**src/rtl/window_5x5_gen.sv**
```systemverilog
// Streaming 5x5 window generator: four line buffers plus a 5x5 register array.
// Only interior windows (row>=4, col>=4) are flagged valid, one clock after the pixel.
module window_5x5_gen #(
    parameter int unsigned DSIZE = 8,
    parameter int unsigned IMG_W = 64,
    parameter int unsigned IMG_H = 64
) (
    input  logic             clock,
    input  logic             rst,
    input  logic             in_valid,
    input  logic [DSIZE-1:0] in_data,
    output logic [DSIZE-1:0] od00,
    output logic [DSIZE-1:0] od01,
    output logic [DSIZE-1:0] od02,
    output logic [DSIZE-1:0] od03,
    output logic [DSIZE-1:0] od04,
    output logic [DSIZE-1:0] od05,
    output logic [DSIZE-1:0] od06,
    output logic [DSIZE-1:0] od07,
    output logic [DSIZE-1:0] od08,
    output logic [DSIZE-1:0] od09,
    output logic [DSIZE-1:0] od10,
    output logic [DSIZE-1:0] od11,
    output logic [DSIZE-1:0] od12,
    output logic [DSIZE-1:0] od13,
    output logic [DSIZE-1:0] od14,
    output logic [DSIZE-1:0] od15,
    output logic [DSIZE-1:0] od16,
    output logic [DSIZE-1:0] od17,
    output logic [DSIZE-1:0] od18,
    output logic [DSIZE-1:0] od19,
    output logic [DSIZE-1:0] od20,
    output logic [DSIZE-1:0] od21,
    output logic [DSIZE-1:0] od22,
    output logic [DSIZE-1:0] od23,
    output logic [DSIZE-1:0] od24,
    output logic             out_valid,
    output logic             out_last
);

    localparam int unsigned CW = $clog2(IMG_W);
    localparam int unsigned RW = $clog2(IMG_H);
    localparam logic [CW-1:0] LAST_COL = CW'(IMG_W - 1);
    localparam logic [RW-1:0] LAST_ROW = RW'(IMG_H - 1);
    localparam logic [CW-1:0] FIRST_WIN_COL = CW'(4);
    localparam logic [RW-1:0] FIRST_WIN_ROW = RW'(4);

    logic [CW-1:0]    col;
    logic [RW-1:0]    row;
    logic [DSIZE-1:0] lb  [4][IMG_W];  // lb[0] is the oldest line (row-4)
    logic [DSIZE-1:0] win [5][5];
    logic             accept;
    logic             at_interior;
    logic             at_frame_end;

    // A pixel arriving with rst is dropped, so nothing may update on it.
    assign accept       = in_valid && !rst;
    assign at_interior  = (row >= FIRST_WIN_ROW) && (col >= FIRST_WIN_COL);
    assign at_frame_end = (row == LAST_ROW) && (col == LAST_COL);

    always_ff @(posedge clock) begin
        if (rst) begin
            col <= '0;
            row <= '0;
        end else if (in_valid) begin
            if (col == LAST_COL) begin
                col <= '0;
                row <= (row == LAST_ROW) ? '0 : row + 1'b1;
            end else begin
                col <= col + 1'b1;
            end
        end
    end

    // Line buffers carry no reset; their stale contents stay hidden by the interior gating.
    always_ff @(posedge clock) begin
        if (accept) begin
            for (int i = 0; i < 3; i++) begin
                lb[i][col] <= lb[i+1][col];
            end
            lb[3][col] <= in_data;
        end
    end

    always_ff @(posedge clock) begin
        if (rst) begin
            for (int r = 0; r < 5; r++) begin
                for (int c = 0; c < 5; c++) begin
                    win[r][c] <= '0;
                end
            end
        end else if (in_valid) begin
            for (int r = 0; r < 5; r++) begin
                for (int c = 0; c < 4; c++) begin
                    win[r][c] <= win[r][c+1];
                end
            end
            for (int r = 0; r < 4; r++) begin
                win[r][4] <= lb[r][col];
            end
            win[4][4] <= in_data;
        end
    end

    always_ff @(posedge clock) begin
        if (rst) begin
            out_valid <= 1'b0;
            out_last  <= 1'b0;
        end else begin
            out_valid <= in_valid && at_interior;
            out_last  <= in_valid && at_frame_end;
        end
    end

    assign od00 = win[0][0];
    assign od01 = win[0][1];
    assign od02 = win[0][2];
    assign od03 = win[0][3];
    assign od04 = win[0][4];
    assign od05 = win[1][0];
    assign od06 = win[1][1];
    assign od07 = win[1][2];
    assign od08 = win[1][3];
    assign od09 = win[1][4];
    assign od10 = win[2][0];
    assign od11 = win[2][1];
    assign od12 = win[2][2];
    assign od13 = win[2][3];
    assign od14 = win[2][4];
    assign od15 = win[3][0];
    assign od16 = win[3][1];
    assign od17 = win[3][2];
    assign od18 = win[3][3];
    assign od19 = win[3][4];
    assign od20 = win[4][0];
    assign od21 = win[4][1];
    assign od22 = win[4][2];
    assign od23 = win[4][3];
    assign od24 = win[4][4];

endmodule
```
**config.mk**
```make
export PLATFORM = sky130hd
export DESIGN_NAME = window_5x5_gen
export DESIGN_NICKNAME = d
export VERILOG_FILES = /design/src/rtl/window_5x5_gen.sv
export SDC_FILE = /design/constraint.sdc
export NUM_CORES = 2
export LEC_CHECK = 0
export CAP_MARGIN = 20
export CORE_MARGIN = 4
export CORE_UTILIZATION = 32
export DETAILED_ROUTE_END_ITERATION = 10
export PLACE_DENSITY = 0.53
export REMOVE_ABC_BUFFERS = 1
export SYNTH_ARGS = -nofsm -noshare
export SYNTH_HDL_FRONTEND = slang
export SYNTH_SLANG_ARGS = --single-unit
```
**constraint.sdc**
```tcl
create_clock -name clock -period 5 [get_ports clock]
set_clock_uncertainty 0.15 [all_clocks]
set_input_delay 0.5 -clock clock [delete_from_list [all_inputs] [get_ports clock]]
set_output_delay 0.5 -clock clock [all_outputs]
set_load 0.01 [all_outputs]
```
# ---- Word level (Yosys, flattened, before mapping)
# Memory sizes are Yosys's and may differ from the RTL's.
# Cells that the tools add are included.
# W data, S select, Z words.
dict set report op_classes {
  addsub 2
  order_cmp 4
  eq_ne 2
  mux 48
  n_bitwise 26
  n_reduce_logical 8
}
# cell count
set ops {}
lappend ops {{$mux W512} 1}
lappend ops {{$mux W8} 34}
lappend ops {{$bmux W8 S6} 4}
lappend ops {{$demux W8 S6} 1}
lappend ops {{$or A1 B1 Y1} 25}
lappend ops {{$add A6 B1 Y6 const B} 2}
lappend ops {{$eq A6 B6 Y1 const B} 2}
lappend ops {{$ge A6 B3 Y1 const B} 2}
lappend ops {{$mux W6} 2}
lappend ops {{$ge A7 B7 Y1 const B} 1}
lappend ops {{$lt A7 B1 Y1 const B} 1}
lappend ops {{$not A6 Y7} 1}
lappend ops {{$logic_and A1 B1 Y1} 6}
lappend ops {{$mux W1} 6}
lappend ops {{$reduce_and A2 Y1} 1}
lappend ops {{$logic_not A1 Y1} 1}
dict set report totals {
  register_bits 14
  ram_bits 2248
  in_bits 11
  out_inout_bits 202
  mem_count 2
}
# memory words word_bits rd rd_clocked_by_memory_dff wr line
set memory_table {}
lappend memory_table {lb 4 512 4 0 4 50} ;# logic [DSIZE-1:0] lb [4][IMG_W];
lappend memory_table {win 5 40 5 0 5 51} ;# logic [DSIZE-1:0] win [5][5];

# ---- Depth between registers and ports, before layout
dict set report logic_depth {
  word_depth 6
  ltp_mapped 13
}

# ---- Worst setup path after synthesis
# Ideal clock, no wire load.
dict set report synth_timing {
  path_type {register -> register}
  startpoint {register col[2]}
  endpoint {memory lb[2][101] (netlist name), data pin}
  arrival_ns 3.140
  required_time_ns 4.179
  path_slack_ns 1.038
  path_stages_with_launch 11
  n_path_buf 4
  period_less_slack_ns 3.962
  path_cell_list {dfxtp_1 -> buf_6 -> buf_4 -> buf_6 -> buf_2 -> mux2_2 -> a221o_1 -> a22oi_1 -> nor2_1 -> nor4b_1 -> nand4_1}
}
# element line
set synth_rtl {}
lappend synth_rtl {{start, declared} 48} ;# logic [CW-1:0] col;
lappend synth_rtl {{start signal, assigned} 70} ;# col <= col + 1'b1;
lappend synth_rtl {{end, declared} 50}

==> results by group <==
Global routing
  – First-pass GRT wire length: 411.6 mm
  – Overall routing resource usage: 20.70%
  – Grt ovf: 0
  – Vias in the first global route: 50150
  – Largest net degree at the start of global routing: 83
  – Antenna violations before repair: 11

Worst setup path
  – CP max FO: 37
  – Worst EP arrival: 5.08 ns
  – CP Data Required Time: 5.45 ns
  – Crit path capture: lb[1][148]
  – CP cell instances: nor2_4 -> buf_12 -> buf_12 -> a221oi_1 -> o22ai_1 -> a22oi_1 -> nand3_1 -> or4_2 -> buf_4
  – Worst setup path class: reg -> reg
  – CP Launch Point: col[0]
  – Reg2reg start: col[0]
  – CP Capture Type: flip-flop
  – R2R cell count: 9
  – Slowest CP cell: or4_2
  – FF-to-FF End: lb[1][148]
  – CP Launch Type: flip-flop
  – R2R setup slack: 0.37 ns
  – Slowest stage delay, CP: 1.10 ns
  – Most used cell, CP: buf_12

Placement
  – Gp weighted congestion: 0.8587
  – Port bufs: 212
  – Dpl hpwl: 176.9 mm
  – Placed Instances: 8713

STA
  – Slew Limit Fails: 0
  – Fin crit share: 92.55%
  – Fin Setup TNS: 0 ns
  – Max-slew headroom: 20.58%
  – Max frequency: 216.1 MHz
  – Slew @ Worst Pin: 1.191 ns
  – Final-report hold violation count: 0
  – Fin crit period: 4.627 ns
  – Setup-failing EPs final: 0
  – RSZ-0062 raised after global routing: no

Layout
  – Most common cell after layout, fill and taps aside: edfxtp_1
  – Layout fillers: 24510
  – Final core occ: 38.31%
  – Multi-input logic area: 0.01751 mm²
  – Layout Nets: 5403
  – FF+latch area: 0.06780 mm²
  – Most frequent cells in the layout: edfxtp_1, a22oi_1, a221oi_1
  – Finished Layout Cells: 9132
  – Layout cells sized above 1: 16.87%
  – Synthesis-to-finish area growth: 18.95%

Clock network
  – CTS Buf Count: 223
  – Clock latency on the worst-skew pair: 0.89 ns
  – Worst-path clk slew: 0.06 ns
  – CTS tree: done
  – CTS root buf: clkbuf_16
  – H-tree Lvls: 4
  – Max Root-Sink Buffers: 3
  – TritonCTS Sinks: 2262

Synth
  – Yosys reg bits: 2262
  – Async SR Flop Fraction: 0%
  – Post-Synthesis Cell Area: 0.08652 mm²
  – EDFF count, synth: 2248
  – Most used DFF post-synth: edfxtp_1
  – Post-Syn Area per Cell: 17.46 µm²
  – Cell count after synthesis: 4955
  – Distinct cells, synth: 78
  – Register area share after synthesis: 78.35%
  – Syn. warnings: 0

Pwr
  – Leakage: 32.17 nW
  – PD cells: 400.9 mW/mm²
  – Maximum VDD drop: 0.3872 mV

Floorplanning
  – # rows: 190
  – Die span in x: 528.0 µm
  – Initial core utilization: 32.21%
  – Total core area: 0.2686 mm²
  – Die area: 0.2788 mm²
  – # IOs: 213
  – DIE HEIGHT: 528.0 µm

Detailed routing
  – Antenna Nets Post-Route: 0
  – Post-DR wirelength/cell: 32.75 µm
  – Post-Route WL: 299.1 mm
  – Routed vias: 52740
  – Drt first pass iters: 8
  – # DRC: 0
  – Iter 0 DRT Violations: 7489
  – Drt via density: 5.776

Hold path
  – Hold Path Class: in -> reg

Status
  – Status: finished clean

Flow run
  – Max-cap violations: 0
## registers in the layout (all words and copies together) (netlist names)
register and count:
out_last 1, out_valid 1, win 200, col 6, lb 2048, row 6
## power by group
group / internal (mW) / switching (mW) / leakage (nW)
logic: 0.987 / 2.30 / 8.00
registers: 21.5 / 0.0942 / 20.8
clock network: 9.10 / 7.24 / 3.41
total: 31.6 / 9.63 / 32.2
## what timing repair did
| action | in CTS | in global routing |
|---|---|---|
| hold endpoints to repair | 39 | 0 |
| buffers inserted | 0 | 0 |
| hold buffers | 2 | 0 |
| gates resized for setup | 0 | 0 |
## critical path, delay by kind of cell (launching register included)
family / cells / cell delay [ns]
AO/OA/AOI/OAI: 3 / 0.66
buffers and inverters: 3 / 0.78
flip-flops: 1 / 0.86
AND/OR/NAND/NOR: 3 / 1.79
## how the worst min path moves through the flow
| stage | start | to | slack (ns) | depth (start not counted) |
|---|---|---|---|---|
| after detailed placement | row[5] | out_last | 0.36 | 2 |
| after CTS | in_data[2] | lb[3][354] | 0.04 | 1 |
| after global routing | in_data[2] | lb[3][354] | 0.06 | 1 |
| after floorplan | row[5] | out_last | 0.32 | 2 |
| final | in_data[2] | lb[3][354] | 0.07 | 1 |
| after global placement | row[5] | out_last | 0.36 | 2 |
## area by class of cell
class,instances,share of cell area (%)
Sequential cell,2262,65.88
Multi-Input combinational cell,2303,17.02
Timing Repair Buffer,590,5.909
Clock buffer,287,5.737
Tap cell,3552,4.318
Clock inverter,122,1.083
Inverter,8,0.03890
Antenna cell,8,0.01945
## cells in the mapped netlist, types with 10 or more instances
cell       count  area [µm²]
mux2_2       126        1419
o41a_1        12       135.1
nand2_1      112       420.4
a21oi_1      138       690.7
o32ai_1       11       96.34
a31oi_1       26       162.7
nor2_1       205       769.5
a22oi_1      331        2485
a211oi_1      21       157.7
o22a_1        14       122.6
edfxtp_1    2248       67500
buf_6         14       157.7
buf_2        149       745.7
o221ai_1      29       254.0
o2bb2ai_1     19       166.4
buf_4         26       195.2
buf_1         58       217.7
clkbuf_1     135       506.7
mux2i_1      163        1632
a221o_1       25       250.2
o22ai_1      155       969.7
nand2b_1      10       62.56
a221oi_1     292        2557
and2_1       175        1095
nand3_1       34       170.2
nand4_1       11       68.82
o21ai_0       83       415.4
nor3_1        34       170.2
mux4_2        19       427.9
or4_1         23       172.7
a22o_1        97       849.6
o21a_1        11       82.58
dfxtp_1       14       280.3
## metrics by stage
stage          total power [mW]  setup WS [ns]  hold WS [ns]  instance area [µm²]
2_1_floorplan             23.65         -19.53        0.3224                84700
3_3_place_gp              25.22         0.5481        0.3559                95820
3_5_place_dp              25.28         0.5091        0.3578                95850
4_1_cts                   41.44         0.4884       0.03973               102900
5_1_grt                   42.39         0.2586       0.05530               102900
6_report                  41.25         0.3726       0.06808               102900
## cell families after synthesis
family | count (synthesis) | synth area share [%]
compound gates | 1320 | 11.45
xor+xnor | 8 | 0.08098
fa+ha+maj | 4 | 0.05785
buf+inv | 390 | 2.142
flops | 2262 | 78.35
mux | 308 | 4.020
simple gates | 663 | 3.905
## metal layers
metal	up-vias	GRT usage, %	part of all wire [%]
li1	21300	-	-
met1	27490	28.62	41
met2	3338	31.90	45
met3	616	4.560	10
met4	6	7.875	4.1
met5	-	0	0.0094
Note: power is estimated with default switching activity, not from simulation.
